### src/rtl/div_pkg.sv
// Shared definitions for the sequential 2W-by-W restoring divider.
package div_pkg;

  localparam int unsigned DIV_WIDTH = 32;

  // Quotient reported whenever the true quotient cannot fit (includes divide-by-zero)
  localparam logic [DIV_WIDTH-1:0] OVF_QUOT = '1;

  typedef enum logic [1:0] {
    ST_IDLE = 2'd0,
    ST_BUSY = 2'd1,
    ST_DONE = 2'd2
  } div_state_t;

endpackage

### src/rtl/div_restore_step.sv
// One combinational restoring-division iteration: shift in the next dividend bit,
// subtract the divisor when it fits, and report the resulting quotient bit.
module div_restore_step #(
  parameter int unsigned WIDTH = 32
) (
  input  logic [WIDTH:0]   i_prem,
  input  logic             i_bit,
  input  logic [WIDTH-1:0] i_divisor,
  output logic [WIDTH:0]   o_prem,
  output logic             o_qbit
);

  logic [WIDTH+1:0] w_trial;
  logic [WIDTH+1:0] w_diff;

  // prem is always below the divisor, so its top bit is zero and the trial value
  // never exceeds WIDTH+1 significant bits; the extra bit only keeps the compare exact.
  assign w_trial = {i_prem, i_bit};
  assign w_diff  = w_trial - {2'b00, i_divisor};
  assign o_qbit  = (w_trial >= {2'b00, i_divisor});
  assign o_prem  = (WIDTH+1)'(o_qbit ? w_diff : w_trial);

endmodule

### src/rtl/divider64by32_seq.sv
// Sequential unsigned divider: 2*WIDTH-bit dividend by WIDTH-bit divisor,
// one quotient bit per cycle, valid/ready handshake on input and output.
//
// state   | meaning
// --------+---------------------------------------------------------------
// ST_IDLE | in_ready=1, waiting for an operation
// ST_BUSY | one restoring step per cycle, counter runs WIDTH-1 down to 0
// ST_DONE | out_valid=1, result held until out_ready
module divider64by32_seq
  import div_pkg::*;
#(
  parameter int unsigned WIDTH = DIV_WIDTH
) (
  input  logic               clk,
  input  logic               rst,
  input  logic               in_valid,
  output logic               in_ready,
  input  logic [2*WIDTH-1:0] dividend,
  input  logic [WIDTH-1:0]   divisor,
  output logic               out_valid,
  input  logic               out_ready,
  output logic [WIDTH-1:0]   quotient,
  output logic [WIDTH-1:0]   remainder,
  output logic               ovf,
  output logic               dbz
);

  localparam int unsigned      CW         = (WIDTH > 1) ? $clog2(WIDTH) : 1;
  localparam logic [CW-1:0]    L_CNT_LAST = CW'(WIDTH - 1);
  localparam logic [WIDTH-1:0] L_OVF_QUOT = {WIDTH{&OVF_QUOT}};

  div_state_t       r_state;
  logic [WIDTH:0]   r_prem;
  logic [WIDTH-1:0] r_shreg;
  logic [WIDTH-1:0] r_divisor;
  logic [CW-1:0]    r_cnt;
  logic             r_in_ready;
  logic             r_out_valid;
  logic [WIDTH-1:0] r_quot;
  logic [WIDTH-1:0] r_rem;
  logic             r_ovf;
  logic             r_dbz;

  logic [WIDTH-1:0] w_hi;
  logic [WIDTH-1:0] w_lo;
  logic [WIDTH:0]   w_prem_nxt;
  logic             w_qbit;

  assign w_hi = dividend[2*WIDTH-1:WIDTH];
  assign w_lo = dividend[WIDTH-1:0];

  div_restore_step #(.WIDTH(WIDTH)) u_step (
    .i_prem    (r_prem),
    .i_bit     (r_shreg[WIDTH-1]),
    .i_divisor (r_divisor),
    .o_prem    (w_prem_nxt),
    .o_qbit    (w_qbit)
  );

  always_ff @(posedge clk) begin
    if (rst) begin
      r_state     <= ST_IDLE;
      r_prem      <= '0;
      r_shreg     <= '0;
      r_divisor   <= '0;
      r_cnt       <= '0;
      r_in_ready  <= 1'b1;
      r_out_valid <= 1'b0;
      r_quot      <= '0;
      r_rem       <= '0;
      r_ovf       <= 1'b0;
      r_dbz       <= 1'b0;
    end else begin
      case (r_state)
        ST_IDLE: begin
          if (in_valid && r_in_ready) begin
            r_in_ready <= 1'b0;
            r_divisor  <= divisor;
            // High half >= divisor means the quotient needs more than WIDTH bits
            if (w_hi >= divisor) begin
              r_quot      <= L_OVF_QUOT;
              r_rem       <= w_hi;
              r_ovf       <= 1'b1;
              r_dbz       <= (divisor == '0);
              r_out_valid <= 1'b1;
              r_state     <= ST_DONE;
            end else begin
              r_prem  <= {1'b0, w_hi};
              r_shreg <= w_lo;
              r_cnt   <= L_CNT_LAST;
              r_state <= ST_BUSY;
            end
          end
        end
        ST_BUSY: begin
          // Dividend bits leave at the top while quotient bits enter at the bottom
          r_prem  <= w_prem_nxt;
          r_shreg <= {r_shreg[WIDTH-2:0], w_qbit};
          if (r_cnt == '0) begin
            r_quot      <= {r_shreg[WIDTH-2:0], w_qbit};
            r_rem       <= w_prem_nxt[WIDTH-1:0];
            r_ovf       <= 1'b0;
            r_dbz       <= 1'b0;
            r_out_valid <= 1'b1;
            r_state     <= ST_DONE;
          end else begin
            r_cnt <= r_cnt - 1'b1;
          end
        end
        ST_DONE: begin
          if (out_ready) begin
            r_out_valid <= 1'b0;
            r_in_ready  <= 1'b1;
            r_state     <= ST_IDLE;
          end
        end
        default: begin
          r_state <= ST_IDLE;
        end
      endcase
    end
  end

  assign in_ready  = r_in_ready;
  assign out_valid = r_out_valid;
  assign quotient  = r_quot;
  assign remainder = r_rem;
  assign ovf       = r_ovf;
  assign dbz       = r_dbz;

endmodule
### config.mk
export PLATFORM = sky130hd
export DESIGN_NAME = divider64by32_seq
export DESIGN_NICKNAME = d
export VERILOG_FILES = /design/src/rtl/div_pkg.sv /design/src/rtl/div_restore_step.sv /design/src/rtl/divider64by32_seq.sv
export SDC_FILE = /design/constraint.sdc
export NUM_CORES = 1
export LEC_CHECK = 0
export ABC_AREA = 1
export CAP_MARGIN = 0
export CORE_MARGIN = 2
export CORE_UTILIZATION = 50
export CTS_BUF_LIST = sky130_fd_sc_hd__clkbuf_8 sky130_fd_sc_hd__clkbuf_16
export DETAILED_ROUTE_END_ITERATION = 10
export MAX_ROUTING_LAYER = met4
export PLACE_DENSITY = 0.83
export SLEW_MARGIN = 20
export SYNTH_ARGS = -nofsm -noshare
export SYNTH_HDL_FRONTEND = slang
export SYNTH_HIERARCHICAL = 1
export SYNTH_SLANG_ARGS = --single-unit
export TNS_END_PERCENT = 50
### constraint.sdc
create_clock -name clk -period 2.3 [get_ports clk]
set_input_delay 0.46 -clock clk [delete_from_list [all_inputs] [get_ports clk]]
set_output_delay 0.46 -clock clk [all_outputs]
set_load 0.005 [all_outputs]
==> results of run 1 <==
## area by class of cell
| class | count | area share |
|---|---|---|
| well taps | 285 | 0.0210 |
| clock inverters | 15 | 0.0122 |
| inverters | 263 | 0.0590 |
| flip-flops and latches | 172 | 0.203 |
| repair buffers | 391 | 0.222 |
| multi-input cells | 1373 | 0.457 |
| clock buffers | 17 | 0.0250 |
## logic make-up (layout without fill, tap and decap cells)
group / after synthesis / count (layout) / share of synthesized area
AO/OA/AOI/OAI: 222 / 222 / 0.100
XOR/XNOR: 15 / 15 / 0.0115
adder cells (fa/ha/maj): 70 / 70 / 0.0771
buffers and inverters: 342 / 686 / 0.126
flip-flops: 172 / 172 / 0.301
AND/OR/NAND/NOR: 1066 / 1066 / 0.385
## layout by cell type (no fill, tap or decap), drive strengths merged, types with 4 or more instances in the layout
master         count
nand4             46
buf              221
nand3             38
clkdlybuf4s50    109
clkbuf            20
a21oi             75
nor4               9
dlygate4sd2       13
and2               4
ha                69
inv              271
nor3              11
xor2              15
dlymetal6s2s      45
dfxtp            172
nand2            538
o21ai            141
nor2             416
clkinv             6
## registers in the layout (all words and copies together), names as in the netlist
register   cells
dbz            1
in_ready       1
out_valid      1
ovf            1
quotient      32
r_cnt          5
r_divisor     32
r_prem        33
r_shreg       32
r_state        2
remainder     32
## worst paths after layout
path	from	to	cells past startpoint
setup / recovery	r_shreg[31]$_SDFFE_PP0P_	r_prem[13]$_SDFFE_PP0P_	17
hold / removal	dividend[36]	remainder[4]$_SDFFE_PP0P_	5
setup reg to reg	r_shreg[31]$_SDFFE_PP0P_	r_prem[13]$_SDFFE_PP0P_	17
hold reg to reg	r_divisor[10]$_SDFFE_PP0P_	r_divisor[10]$_SDFFE_PP0P_	2
## worst max-delay path, delay by kind of cell (launching register included)
| family | cells | cell delay [ns] |
|---|---|---|
| buffers and inverters | 3 | 0.33 |
| flip-flops | 1 | 0.35 |
| adder cells (fa/ha/maj) | 2 | 0.55 |
| AND/OR/NAND/NOR | 11 | 1.05 |
| AO/OA/AOI/OAI | 1 | 0.18 |
## metal layers
| layer | vias to the layer above | routed length (um) | track usage |
|---|---|---|---|
| li1 | 6505 | - | - |
| met1 | 6293 | 16700 | 0.389 |
| met2 | 918 | 20300 | 0.544 |
| met3 | 296 | 3580 | 0.0471 |
| met4 | 0 | 3230 | 0.166 |
| met5 | - | 0 | - |
## cell usage after synthesis, types with 4 or more instances
cell type	instances
nand3_1	35
and2_1	4
clkbuf_2	4
nor3_1	10
buf_4	5
nor4_1	9
nand2_2	4
xor2_1	15
nand4_1	45
buf_2	19
inv_1	258
clkbuf_1	39
buf_1	4
dfxtp_1	172
nand2_1	532
ha_1	69
o21ai_0	116
nor2_1	371
o21ai_1	25
buf_12	5
nor2_2	43
a21oi_1	71
inv_2	4
## through the flow
step	setup WS (ns)	util	setup TNS, ns	instance area [um^2]
2_1_floorplan	0.0831	-	0	11500
3_3_place_gp	-0.557	0.654	-65.84	14800
3_5_place_dp	-0.557	0.654	-66.39	14800
4_1_cts	-0.0443	0.708	-0.307	16000
5_1_grt	-0.297	0.754	-21.14	17000
6_report	-0.262	0.754	-16.27	17000
## timing repair
| item | 4_1_cts | 5_1_grt |
|---|---|---|
| hold buffers | 0 | 0 |
| resized for setup | 146 | 261 |
| endpoints found under the setup margin | 134 | 136 |
| gates cloned | 3 | 3 |
| pin swaps | 37 | 134 |
| buffers inserted | 11 | 9 |
==> impl_metrics.yaml, run 1 <==
run_status:
  failed_checks: "setup timing"
  status: "finished, violations left"
drt:
  drt_iter0_drc: 1725
  routed-via-count: 14000
  wl_um: 43800
  routedWlPerCell_um: 17.4
  viasPerCell: 5.57
  drt.antenna.violating_nets: 0
  dr.pass1.iters: 7
  drcViolationCount: 0
floorplanning:
  io_pins: 168
  die_h_um: 155
  core_mm2: 0.0226
  dieArea_mm2: 0.0241
  initial_core_util: 0.507
  die_w_um: 155
  rows: 55
worst_hold_path:
  worstHoldPathType: "input pin to flip-flop"
clock_tree:
  cts_made_buffers: 17
  htree_num_levels: 4
  path_clk_slew_ns: 0.09
  cts_num_sinks: 172
  cts_root_buf: "clkbuf_16"
  cts_tree: "built"
  clock_path_buffers: 2
  clock_latency_ns: 0.44
placement:
  gp_congestion: 0.945
  io_buffers: 167
  hpwl_um: 27300
  dp.cells: 2460
yosys:
  synth.area.top_cells: "dfxtp_1 30%, nand2_1 17%, nor2_1 12%"
  synthDistinctLibCells: 41
  postSynthNetCount: 2057
  yosysTopAreaCellShare: 0.301
  syn_avg_cell_area_um2: 6.07
  synth_area_leader_cell: "dfxtp_1"
  synthCells: 1887
  syn_area_mm2: 0.0115
  synth-async-reset-ratio: 0
  synth_seq_cells: 172
  synth_ff_type: "dfxtp_1"
  synth_seq_area_share: 0.301
  synth_edf_count: 0
  yosysWarnings: 6
layout:
  areaGrowthSynthToFinish_pct: 48.6
  instances_no_fill: 2516
  ff_latch_area_mm2: 0.00346
  n_antenna_cell: 0
  drive_gt1_frac: 0.264
  nets: 2388
  multiInputGateArea_mm2: 0.00778
  fillCellCount: 1541
sta:
  setup_viol: 135
  finalHoldViolations: 0
  clock-skew-final_ns: 0.0195
  slew_headroom: 0.650
  drv_slew: 0
  fmax_mhz: 390
  setup_ws_ns: -0.262
  rsz0062_at_grt: "true"
  whs_ns: 0.427
  post-route-period-util: 1.11
  final.min_clock_period_ns: 2.56
  worst_pin_slew_ns: 0.520
worst_setup_path:
  cp-end-kind: "flip-flop"
  critPathMaxStageDelay_ns: 0.42
  criticalPathCategory: "flip-flop to flip-flop"
  crit_chain: "inv_2 -> ha_4 -> inv_4 -> fa_2 -> nand3_2 -> nand3_2 -> nand2_2 -> nand2_2 -> nand2_4 -> nand3_4 -> buf_6 -> nand2_1 -> nand2_1 -> nand2_1 -> nand2_1 -> o21ai_1 -> nor2_1"
  crit_fanout: 7
  cp.required_ns: 2.63
  cpMaxStageDelayCell: "fa_2"
  critPathLaunchType: "flip-flop"
  reg2reg_slack_ns: -0.26
  cp_common_cell: "nand2_1"
  arrival_ns: 2.90
global_routing:
  grt_max_degree: 69
  track_usage: 0.328
  grt_pass1_vias: 12900
  antenna_found_initial: 0
  grt_pass1_wl_um: 62200
  grt_overflow: 0
run:
  max_cap_viol_count: 0
Power of run 1 is not shown: default switching activity piles up to over one toggle a cycle in this logic, so the estimate is an artifact.
==> run 2, diff against run 1 <==
Settings changed: CAP_MARGIN 0 to not set, CORE_MARGIN 2 to 4, GPL_TIMING_DRIVEN set to 0.
==> run 2 against run 1 <==
The flow finishes with violations (DRC, setup timing). Global-route usage fell by 1.9 points. Core utilization fell by 4.0 points. Die area rose by 5.2%. Cell area fell by 5.3%. Sequential cell count did not move. Clock-buffer cell count did not move. First-iteration DRC count fell by 19%. Worst setup slack got worse by 0.081 ns. Register-to-register slack got worse by 0.08 ns. Wire length fell by 1.4%. Hold slack got worse by 0.074 ns. Sequential share of layout area rose by 1.3 points. Critical endpoint is now r_prem[1]$_SDFFE_PP0P_.
==> impl_metrics.yaml, run 2 (synthesis gave the netlist of run 1 again) <==
worst_setup_path:
  criticalPathCategory: "flip-flop to flip-flop"
  cp.required_ns: 2.64
  critPathLaunchType: "flip-flop"
  arrival_ns: 2.98
  reg2reg_slack_ns: -0.34
  crit_fanout: 7
  cp-end-kind: "flip-flop"
drt:
  drt.antenna.violating_nets: 0
  viasPerCell: 5.59
  wl_um: 43200
  drt_iter0_drc: 1403
  routedWlPerCell_um: 17.9
  drcViolationCount: 1
  dr.pass1.iters: 11
  routed-via-count: 13500
floorplanning:
  die_w_um: 159
  dieArea_mm2: 0.0254
  initial_core_util: 0.507
  rows: 55
  die_h_um: 159
  core_mm2: 0.0226
  io_pins: 168
global_routing:
  grt_pass1_vias: 12400
  grt_max_degree: 22
  track_usage: 0.309
  antenna_found_initial: 1
  grt_overflow: 0
  grt_pass1_wl_um: 62300
layout:
  instances_no_fill: 2419
  utilization: 0.714
  final_common_cell: "nand2_1"
  areaGrowthSynthToFinish_pct: 40.7
  final_cell_mix: "410 x nand2_1, 349 x nor2_1, 249 x inv_1"
  largest_register: "r_prem"
  drive_gt1_frac: 0.226
  fin_area_mm2: 0.0161
  nets: 2290
  largest_reg_flops: 33
sta:
  setup_viol: 67
  finalHoldViolations: 0
  clock-skew-final_ns: 0.0186
  final.min_clock_period_ns: 2.64
  rsz0062_at_grt: "true"
  post-route-period-util: 1.15
  drv_slew: 0
  slew_headroom: 0.415
  tns_ns: -6.08
  setup_ws_ns: -0.343
  fmax_mhz: 378
  worst_pin_slew_ns: 0.878
clock_tree:
  cts_root_buf: "clkbuf_16"
  cts_made_buffers: 17
  clock_path_buffers: 2
  cts_num_sinks: 172
  htree_num_levels: 4
  ctsHoldBuffers: 0
  cts_tree: "built"
  path_clk_slew_ns: 0.09
  clock_latency_ns: 0.46
placement:
  dp.cells: 2339
  gp_congestion: 1.02
  dpl-instance-area_mm2: 0.0135
  io_buffers: 167
  hpwl_um: 29400
run_status:
  status: "finished, violations left"
  failed_checks: "DRC, setup timing"
run:
  max_cap_viol_count: 0
worst_hold_path:
  worstHoldPathType: "input pin to flip-flop"
==> run 2: repair_timing <==
action / 4_1_cts / 5_1_grt
pin swaps: 110 / 96
setup buffers: 24 / 15
gates cloned: 4 / 4
resized for setup: 283 / 243
setup endpoints to repair: 136 / 159
==> run 2: layout make-up <==
| type | count | area (um^2) |
|---|---|---|
| Fill cell | 1776 | 6450 |
| Inverter | 263 | 995 |
| Buffer | 79 | 603 |
| Tap cell | 285 | 357 |
| Clock inverter | 15 | 201 |
| Timing Repair Buffer | 214 | 2190 |
| Sequential cell | 172 | 3490 |
| Antenna cell | 1 | 2.50 |
| Clock buffer | 17 | 425 |
| Multi-Input combinational cell | 1373 | 7850 |
==> run 2: worst paths after layout <==
path / end / startpoint / cells after the start
setup reg to reg: r_prem[1]$_SDFFE_PP0P_ / r_divisor[0]$_SDFFE_PP0P_ / 16
hold / removal: r_divisor[6]$_SDFFE_PP0P_ / divisor[6] / 3
setup / recovery: r_prem[1]$_SDFFE_PP0P_ / r_divisor[0]$_SDFFE_PP0P_ / 16
hold reg to reg: r_divisor[25]$_SDFFE_PP0P_ / r_divisor[25]$_SDFFE_PP0P_ / 2
==> run 2: critical path, stage by stage (launching register included) <==
cell and delay [ns]:
dfxtp_2 0.38, ha_4 0.16, inv_4 0.03, fa_2 0.40
nand3_2 0.09, nand3_2 0.10, nand2_2 0.10, nand2_4 0.07
nand2_8 0.09, nand3_4 0.17, buf_6 0.21, nand2_2 0.07
nand2_1 0.13, nand2_1 0.13, nand2_1 0.11, o21ai_1 0.18
nor2_1 0.07
==> run 2: stage by stage <==
step                      hold slack, ns  worst slack, ns
after CTS                          0.448          -0.0428
after floorplan                    0.424           0.0831
after global routing               0.387           -0.348
after detailed placement           0.437           -0.893
after global placement             0.433           -0.878
final                              0.352           -0.343
==> run 2: per-layer routing <==
layer,vias up,track usage,part of all wire
li1,6313,-,-
met1,6116,0.379,0.39
met2,820,0.507,0.46
met3,273,0.0544,0.089
met4,0,0.121,0.061
met5,-,-,0
Power of run 2 is left out for the same reason.
